<file path="src/rtl/rf_pkg.sv">
// Shared defaults, requester indices and write-path state type for the register-file
// writeback arbiter.
package rf_pkg;

    localparam int unsigned DEF_NREQ  = 3;
    localparam int unsigned DEF_NREGS = 32;
    localparam int unsigned DEF_AW    = 5;
    localparam int unsigned DEF_DW    = 32;

    localparam int unsigned REQ_ALU = 0;
    localparam int unsigned REQ_LSU = 1;
    localparam int unsigned REQ_DBG = 2;

    typedef enum logic {
        StIdle,
        StWrite
    } wr_state_e;

endpackage

</file>
<file path="src/rtl/rf_writeback_arbiter_if.sv">
// Bundle of writeback requests, decode-side hazard queries and the register-file write port.
interface rf_writeback_arbiter_if #(
    parameter int unsigned NREQ  = rf_pkg::DEF_NREQ,
    parameter int unsigned NREGS = rf_pkg::DEF_NREGS,
    parameter int unsigned AW    = rf_pkg::DEF_AW,
    parameter int unsigned DW    = rf_pkg::DEF_DW
) ();

    logic [NREQ-1:0]    i_req_valid;
    logic [NREQ*AW-1:0] i_req_rd;
    logic [NREQ*DW-1:0] i_req_data;
    logic [NREQ-1:0]    o_req_ready;
    logic               i_issue_valid;
    logic [AW-1:0]      i_issue_rd;
    logic               o_issue_ready;
    logic [AW-1:0]      i_rs1;
    logic [AW-1:0]      i_rs2;
    logic               o_rs1_busy;
    logic               o_rs2_busy;
    logic               i_flush;
    logic               o_wr_en;
    logic [AW-1:0]      o_wr_addr;
    logic [DW-1:0]      o_wr_data;
    logic [NREGS-1:0]   o_busy_vec;

    modport slave (
        input  i_req_valid, i_req_rd, i_req_data, i_issue_valid, i_issue_rd,
        input  i_rs1, i_rs2, i_flush,
        output o_req_ready, o_issue_ready, o_rs1_busy, o_rs2_busy,
        output o_wr_en, o_wr_addr, o_wr_data, o_busy_vec
    );

    modport master (
        output i_req_valid, i_req_rd, i_req_data, i_issue_valid, i_issue_rd,
        output i_rs1, i_rs2, i_flush,
        input  o_req_ready, o_issue_ready, o_rs1_busy, o_rs2_busy,
        input  o_wr_en, o_wr_addr, o_wr_data, o_busy_vec
    );

endinterface

</file>
<file path="src/rtl/rr_arbiter.sv">
// Round-robin arbiter: combinational one-hot grant searching from a pointer that moves
// past the winner whenever a grant is given.
module rr_arbiter #(
    parameter int unsigned N = 3
) (
    input  logic         clk,
    input  logic         rst,
    input  logic [N-1:0] req_i,
    input  logic         advance_i,
    output logic [N-1:0] grant_o
);

    localparam int unsigned PtrW = (N > 1) ? $clog2(N) : 1;

    logic [PtrW-1:0] ptr_q, ptr_d;
    logic [PtrW-1:0] idx;
    logic            found;

    always_comb begin
        grant_o = '0;
        ptr_d   = ptr_q;
        found   = 1'b0;
        idx     = '0;
        if (advance_i) begin
            for (int unsigned i = 0; i < N; i++) begin
                idx = PtrW'((32'(ptr_q) + i) % N);
                if (!found && req_i[idx]) begin
                    found        = 1'b1;
                    grant_o[idx] = 1'b1;
                    ptr_d        = (32'(idx) == N - 1) ? '0 : idx + 1'b1;
                end
            end
        end
    end

    always_ff @(posedge clk or negedge rst) begin
        if (!rst) begin
            ptr_q <= '0;
        end else begin
            ptr_q <= ptr_d;
        end
    end

endmodule

</file>
<file path="src/rtl/rf_writeback_arbiter.sv">
// Register-file writeback arbiter: round-robin shares the single write port, registers the
// write, and tracks pending writers per register for RAW/WAW stalls in decode.
module rf_writeback_arbiter
    import rf_pkg::*;
#(
    parameter int unsigned NREQ  = DEF_NREQ,
    parameter int unsigned NREGS = DEF_NREGS,
    parameter int unsigned AW    = DEF_AW,
    parameter int unsigned DW    = DEF_DW
) (
    input logic                   clk,
    input logic                   rst,
    rf_writeback_arbiter_if.slave bus
);

    logic [NREQ-1:0]  grant;
    logic [NREQ-1:0]  ready;
    logic             xfer;
    logic [AW-1:0]    sel_rd;
    logic [DW-1:0]    sel_data;
    logic             wr_ok;
    logic             issue_ready;
    logic             issue_set;

    wr_state_e        state_q, state_d;
    logic [AW-1:0]    wr_addr_q, wr_addr_d;
    logic [DW-1:0]    wr_data_q, wr_data_d;
    logic [NREGS-1:0] busy_q, busy_d;

    // Register 0 and addresses past the file never take part in writes or hazards.
    function automatic logic in_range(input logic [AW-1:0] a);
        return (a != '0) && (32'(a) < NREGS);
    endfunction

    function automatic logic busy_at(input logic [NREGS-1:0] vec, input logic [AW-1:0] a);
        return in_range(a) && vec[a];
    endfunction

    rr_arbiter #(
        .N(NREQ)
    ) u_rr_arbiter (
        .clk      (clk),
        .rst      (rst),
        .req_i    (bus.i_req_valid),
        .advance_i(!bus.i_flush),
        .grant_o  (grant)
    );

    assign ready = grant & {NREQ{rst}};

    always_comb begin
        xfer     = 1'b0;
        sel_rd   = '0;
        sel_data = '0;
        for (int unsigned i = 0; i < NREQ; i++) begin
            if (ready[i]) begin
                xfer     = 1'b1;
                sel_rd   = bus.i_req_rd[i*AW +: AW];
                sel_data = bus.i_req_data[i*DW +: DW];
            end
        end
    end

    assign wr_ok       = xfer && in_range(sel_rd);
    assign issue_ready = !bus.i_flush && !busy_at(busy_q, bus.i_issue_rd);
    assign issue_set   = bus.i_issue_valid && issue_ready && in_range(bus.i_issue_rd);

    always_comb begin
        state_d   = StIdle;
        wr_addr_d = wr_addr_q;
        wr_data_d = wr_data_q;
        unique case (state_q)
            StIdle:  state_d = wr_ok ? StWrite : StIdle;
            StWrite: state_d = wr_ok ? StWrite : StIdle;
        endcase
        if (wr_ok) begin
            wr_addr_d = sel_rd;
            wr_data_d = sel_data;
        end
    end

    // Clear before set so a new writer issued on the commit edge stays pending.
    always_comb begin
        busy_d = busy_q;
        if (bus.i_flush) begin
            busy_d = '0;
        end else begin
            if (wr_ok) begin
                busy_d[sel_rd] = 1'b0;
            end
            if (issue_set) begin
                busy_d[bus.i_issue_rd] = 1'b1;
            end
        end
        busy_d[0] = 1'b0;
    end

    always_ff @(posedge clk or negedge rst) begin
        if (!rst) begin
            state_q   <= StIdle;
            wr_addr_q <= '0;
            wr_data_q <= '0;
            busy_q    <= '0;
        end else begin
            state_q   <= state_d;
            wr_addr_q <= wr_addr_d;
            wr_data_q <= wr_data_d;
            busy_q    <= busy_d;
        end
    end

    assign bus.o_req_ready   = ready;
    assign bus.o_issue_ready = issue_ready;
    assign bus.o_rs1_busy    = busy_at(busy_q, bus.i_rs1);
    assign bus.o_rs2_busy    = busy_at(busy_q, bus.i_rs2);
    assign bus.o_wr_en       = (state_q == StWrite);
    assign bus.o_wr_addr     = wr_addr_q;
    assign bus.o_wr_data     = wr_data_q;
    assign bus.o_busy_vec    = busy_q;

endmodule

</file>
<file path="src/flat_wrapper.sv">
// flat-port wrapper written by rule: the top's interface ports become plain ports
module rf_writeback_arbiter_flat import rf_pkg::*;
#(
    parameter int unsigned NREQ  = DEF_NREQ,
    parameter int unsigned NREGS = DEF_NREGS,
    parameter int unsigned AW    = DEF_AW,
    parameter int unsigned DW    = DEF_DW
)
  (clk, rst, bus_i_req_valid, bus_i_req_rd, bus_i_req_data, bus_i_issue_valid, bus_i_issue_rd, bus_i_rs1, bus_i_rs2, bus_i_flush, bus_o_req_ready, bus_o_issue_ready, bus_o_rs1_busy, bus_o_rs2_busy, bus_o_wr_en, bus_o_wr_addr, bus_o_wr_data, bus_o_busy_vec);
  rf_writeback_arbiter_if #(.NREQ(NREQ), .NREGS(NREGS), .AW(AW), .DW(DW)) bus_i ();
  input logic clk;
  input logic rst;
  input wire logic [$bits(bus_i.i_req_valid)-1:0] bus_i_req_valid;
  input wire logic [$bits(bus_i.i_req_rd)-1:0] bus_i_req_rd;
  input wire logic [$bits(bus_i.i_req_data)-1:0] bus_i_req_data;
  input wire logic [$bits(bus_i.i_issue_valid)-1:0] bus_i_issue_valid;
  input wire logic [$bits(bus_i.i_issue_rd)-1:0] bus_i_issue_rd;
  input wire logic [$bits(bus_i.i_rs1)-1:0] bus_i_rs1;
  input wire logic [$bits(bus_i.i_rs2)-1:0] bus_i_rs2;
  input wire logic [$bits(bus_i.i_flush)-1:0] bus_i_flush;
  output wire logic [$bits(bus_i.o_req_ready)-1:0] bus_o_req_ready;
  output wire logic [$bits(bus_i.o_issue_ready)-1:0] bus_o_issue_ready;
  output wire logic [$bits(bus_i.o_rs1_busy)-1:0] bus_o_rs1_busy;
  output wire logic [$bits(bus_i.o_rs2_busy)-1:0] bus_o_rs2_busy;
  output wire logic [$bits(bus_i.o_wr_en)-1:0] bus_o_wr_en;
  output wire logic [$bits(bus_i.o_wr_addr)-1:0] bus_o_wr_addr;
  output wire logic [$bits(bus_i.o_wr_data)-1:0] bus_o_wr_data;
  output wire logic [$bits(bus_i.o_busy_vec)-1:0] bus_o_busy_vec;
  assign bus_i.i_req_valid = bus_i_req_valid;
  assign bus_i.i_req_rd = bus_i_req_rd;
  assign bus_i.i_req_data = bus_i_req_data;
  assign bus_i.i_issue_valid = bus_i_issue_valid;
  assign bus_i.i_issue_rd = bus_i_issue_rd;
  assign bus_i.i_rs1 = bus_i_rs1;
  assign bus_i.i_rs2 = bus_i_rs2;
  assign bus_i.i_flush = bus_i_flush;
  assign bus_o_req_ready = bus_i.o_req_ready;
  assign bus_o_issue_ready = bus_i.o_issue_ready;
  assign bus_o_rs1_busy = bus_i.o_rs1_busy;
  assign bus_o_rs2_busy = bus_i.o_rs2_busy;
  assign bus_o_wr_en = bus_i.o_wr_en;
  assign bus_o_wr_addr = bus_i.o_wr_addr;
  assign bus_o_wr_data = bus_i.o_wr_data;
  assign bus_o_busy_vec = bus_i.o_busy_vec;
  rf_writeback_arbiter #(.NREQ(NREQ), .NREGS(NREGS), .AW(AW), .DW(DW)) u_core (.clk(clk), .rst(rst), .bus(bus_i));
endmodule
</file>
<file path="config.mk">
export PLATFORM = sky130hd
export DESIGN_NAME = rf_writeback_arbiter_flat
export DESIGN_NICKNAME = d
export VERILOG_FILES = /design/src/rtl/rf_pkg.sv /design/src/rtl/rf_writeback_arbiter_if.sv /design/src/rtl/rr_arbiter.sv /design/src/rtl/rf_writeback_arbiter.sv /design/src/flat_wrapper.sv
export SDC_FILE = /design/constraint.sdc
export NUM_CORES = 1
export LEC_CHECK = 0
export CELL_PAD_IN_SITES_DETAIL_PLACEMENT = 0
export CELL_PAD_IN_SITES_GLOBAL_PLACEMENT = 2
export CORE_ASPECT_RATIO = 0.75
export CORE_UTILIZATION = 25
export DETAILED_ROUTE_END_ITERATION = 10
export PLACE_DENSITY = 0.88
export SYNTH_ARGS = -nofsm -noshare
export SYNTH_HDL_FRONTEND = slang
export SYNTH_SLANG_ARGS = --single-unit
</file>
<file path="constraint.sdc">
create_clock -name clk -period 4 [get_ports clk]
set_clock_uncertainty 0.05 [all_clocks]
set_input_delay 0.8 -clock clk [delete_from_list [all_inputs] [get_ports clk]]
set_output_delay 0.8 -clock clk [all_outputs]
set_load 0.05 [all_outputs]
</file>
==> summary.md <==
| Metric | Value |
|---|---|
| Post-DP HPWL | ~14000 um |
| Period utilisation layout | roughly 97% |
| Reg2reg start | u_core.u_rr_arbiter.ptr_q[1] |
| RSZ-0062 raised after global routing | false |
| Syn nets | about 630 |
| Layout Area Growth over Synthesis | 56.7% |
| Synth area leaders | dfrtp_1 (36%), mux4_2 (11%), mux2_2 (5.2%) |
| Final Slew Violations | 0 |
| Top FF cell, synth | dfrtp_1 |
| Per-cell routed wire length | 17.5 um |
| Pwr Density | roughly 520 mW/mm2 |
| Setup CP Type | primary input to output port |
| # port buffers | roughly 210 |
| Startpoint Class | primary input |
| Clock latency on the worst-skew pair | 0.33 ns |
| Layout cells sized above 1 | between 10% and 20% |
| CP Data Required Time | 3.15 ns |
| Crit path DAT | slightly above 3 ns |
| Post-synth top area share | 35.8% |
| Final worst slack | 0.115 ns |
| DRT antenna net count | 0 |
| Highest clock rate | about 0.26 GHz |
| Reg area | 0.00178 mm2 |
| Starting DRT DRC Count | 407 |
| MaxCap Viol Count | 0 |
| DRT Wirelength | between 15000 and 20000 um |
| Mean area per synthesized cell | roughly 10 um2 |
| Final hold viol count | 0 |
| IO Pins | roughly 210 |
| Residual DRC | 0 |
| Row cnt | between 40 and 50 |
| Cell taking the most area after synthesis | dfrtp_1 |
| Leakage power | between 3 and 4 nW |
| Net count reported at finish | between 800 and 900 |
| Count of different cell masters after synthesis | 62 |
| Register bit total from synthesis | 71 |
| First-pass GRT wire length | 26000 um |
| Antenna diodes | 0 |
| Die height | 124 um |
| CTS Root Cell | clkbuf_16 |
| Min Tclk post-route | roughly 3.9 ns |
| Ys async rst share | 100% |
| TritonCTS buffer count | 9 |
| GRT Residual Overflow | 0 |
| Full die area | 0.0205 mm2 |
| Relative max-transition margin | just under 60% |
| Setup WS pre-CTS | -0.0353 ns |
| Drt via density | 5.07 |
| TritonCTS clock tree | yes |
| YS warnings | 0 |
| Critical Path Fanout Max | 6 |
| Clock-pin slew on the worst setup and hold paths | 0.05 ns |
| Die width | 165 um |
| CTS Sinks | between 70 and 80 |
| Cell area after synthesis | 0.00497 mm2 |
| DR pass1 iterations | 4 |
| Status | complete, no violations |
| Setup TNS | 0 ns |
| # setup viols final | 0 |
| Largest net degree at the start of global routing | between 60 and 70 |
| Commonest non-fill, non-tap cell in the layout | clkdlybuf4s50_1 |
| Worst vdd ir | 0.000264 V |
| Register area share after synthesis | between 30% and 40% |
| Core Box Area | 0.0194 mm2 |
| FILL cells | ~1900 |
| Initial Utilization | approximately a quarter |
| Vias in the first global route | 4862 |
| H-tree levels | 3 |
| Most frequent cells in the layout | clkdlybuf4s50_1 (200), dfrtp_1 (71), nand2_1 (63), o21ai_0 (49), buf_4 (37) |
| Synth Instances | just under 500 |
| GPL Wtd Cong | just under 0.9 |
| Overall Global Routing Usage | 16.7% |
| Worst-Margin Slew | approximately 0.63 ns |
| Crit. Startpoint | bus_i_issue_rd[0] |
| Multi-input logic area | slightly below 0.003 mm2 |
| Hold WC Path Type | primary input to async pin |
| EDFF count, synth | 0 |
| Vias | ~4900 |
| CTS max path bufs | 2 |
| Initial antenna violation count | 0 |
| Worst setup EP type | output port |
[worst paths after layout]
check	endpoint	slack [ns]	cells after the start
setup / recovery	bus_o_issue_ready	0.12	8
setup reg to reg	u_core.bus.o_wr_data[4]	0.40	13
min in group clk	u_core.bus.o_wr_addr[1]	0.43	1
hold reg to reg	u_core.bus.o_wr_addr[1]	0.43	1
max in group asynchronous	u_core.bus.o_wr_data[28]	2.64	2
hold / removal	u_core.bus.o_wr_data[2]	0.33	1
[cells in the mapped netlist, drive strengths merged, types with 2 or more instances]
library cell  instances
a2111oi               2
a21o                  4
a21oi                 5
a221o                 2
a22oi                32
a31oi                 2
a32o                  7
a32oi                 2
and2                  3
and3                  5
buf                  12
clkbuf               30
dfrtp                71
ha                    4
inv                   9
mux2                 37
mux2i                 7
mux4                 25
nand2                63
nand2b                6
nand3                15
nand3b                7
nand4                 6
nor2                  9
nor2b                 9
nor3                  4
nor3b                 3
nor4                  2
o211ai               26
o21a                  2
o21ai                56
o22ai                 4
o31ai                 2
or2                   6
or3                   4
[registers in the layout (all words and copies together) (netlist names)]
name,flops
u_core.bus.o_wr_data,32
u_core.bus.o_wr_en,1
u_core.u_rr_arbiter.ptr_q,2
u_core.bus.o_wr_addr,5
u_core.bus.o_busy_vec,31
[report_power, final]
| group | switching [mW] | internal, mW |
|---|---|---|
| clock network | 0.290 | 0.445 |
| logic | 1.37 | 1.00 |
| registers | 0.0943 | 0.870 |
[timing repair]
item                                    CTS  global route
endpoints found under the setup margin    0             1
setup buffers                             0             4
hold buffers                              0             0
resized for setup                         0             1
[kinds of logic (layout without fill, tap and decap cells)]
| logic type | count (synthesis) | count (layout) | synth area share, % |
|---|---|---|---|
| other | 1 | 1 | 0.0755 |
| buffers and inverters | 51 | 269 | 5.14 |
| muxes | 69 | 69 | 21.1 |
| adders and majority gates | 4 | 4 | 1.01 |
| DFF | 71 | 71 | 35.8 |
| AOI/OAI and AO/OA | 152 | 152 | 21.4 |
| and+or+nand+nor | 144 | 144 | 15.5 |
[critical path, cell delays in order]
cell and delay [ns]:
clkdlybuf4s50_1 0.47, buf_6 0.13, buf_4 0.11, mux4_2 0.50, a221o_1 0.38, a2111oi_4 0.32, buf_4 0.18, buf_12 0.13
[area by class of cell]
class / instances / area share, %
clock buffers: 11 / 3.24
inverters: 9 / 0.434
clock inverters: 3 / 0.257
repair buffers: 246 / 31.5
flip-flops and latches: 71 / 22.8
well taps: 253 / 4.06
multi-input cells: 370 / 37.7
[per-layer routing]
metal | wire (um) | up-vias | track usage (%)
met5 | 0 | - | 0
met1 | 7370 | 2315 | 22.4
met3 | 1330 | 22 | 3.53
met4 | 279 | 0 | 5.50
met2 | 7890 | 235 | 26.8
li1 | - | 2311 | -
[stage by stage]
step / power [mW] / utilization, % / hold slack [ns] / cells / cell area (um2)
3_3_place_gp: 3.33 / 38.5 / 0.418 / 945 / 7480
6_report: 4.07 / 40.1 / 0.326 / 963 / 7790
4_1_cts: 4.12 / 39.9 / 0.317 / 959 / 7750
5_1_grt: 4.31 / 40.1 / 0.336 / 963 / 7790
2_1_floorplan: 2.55 / - / 0.454 / 492 / 4970
3_5_place_dp: 3.36 / 38.5 / 0.417 / 945 / 7480
Power figures use the tool's default switching activity.
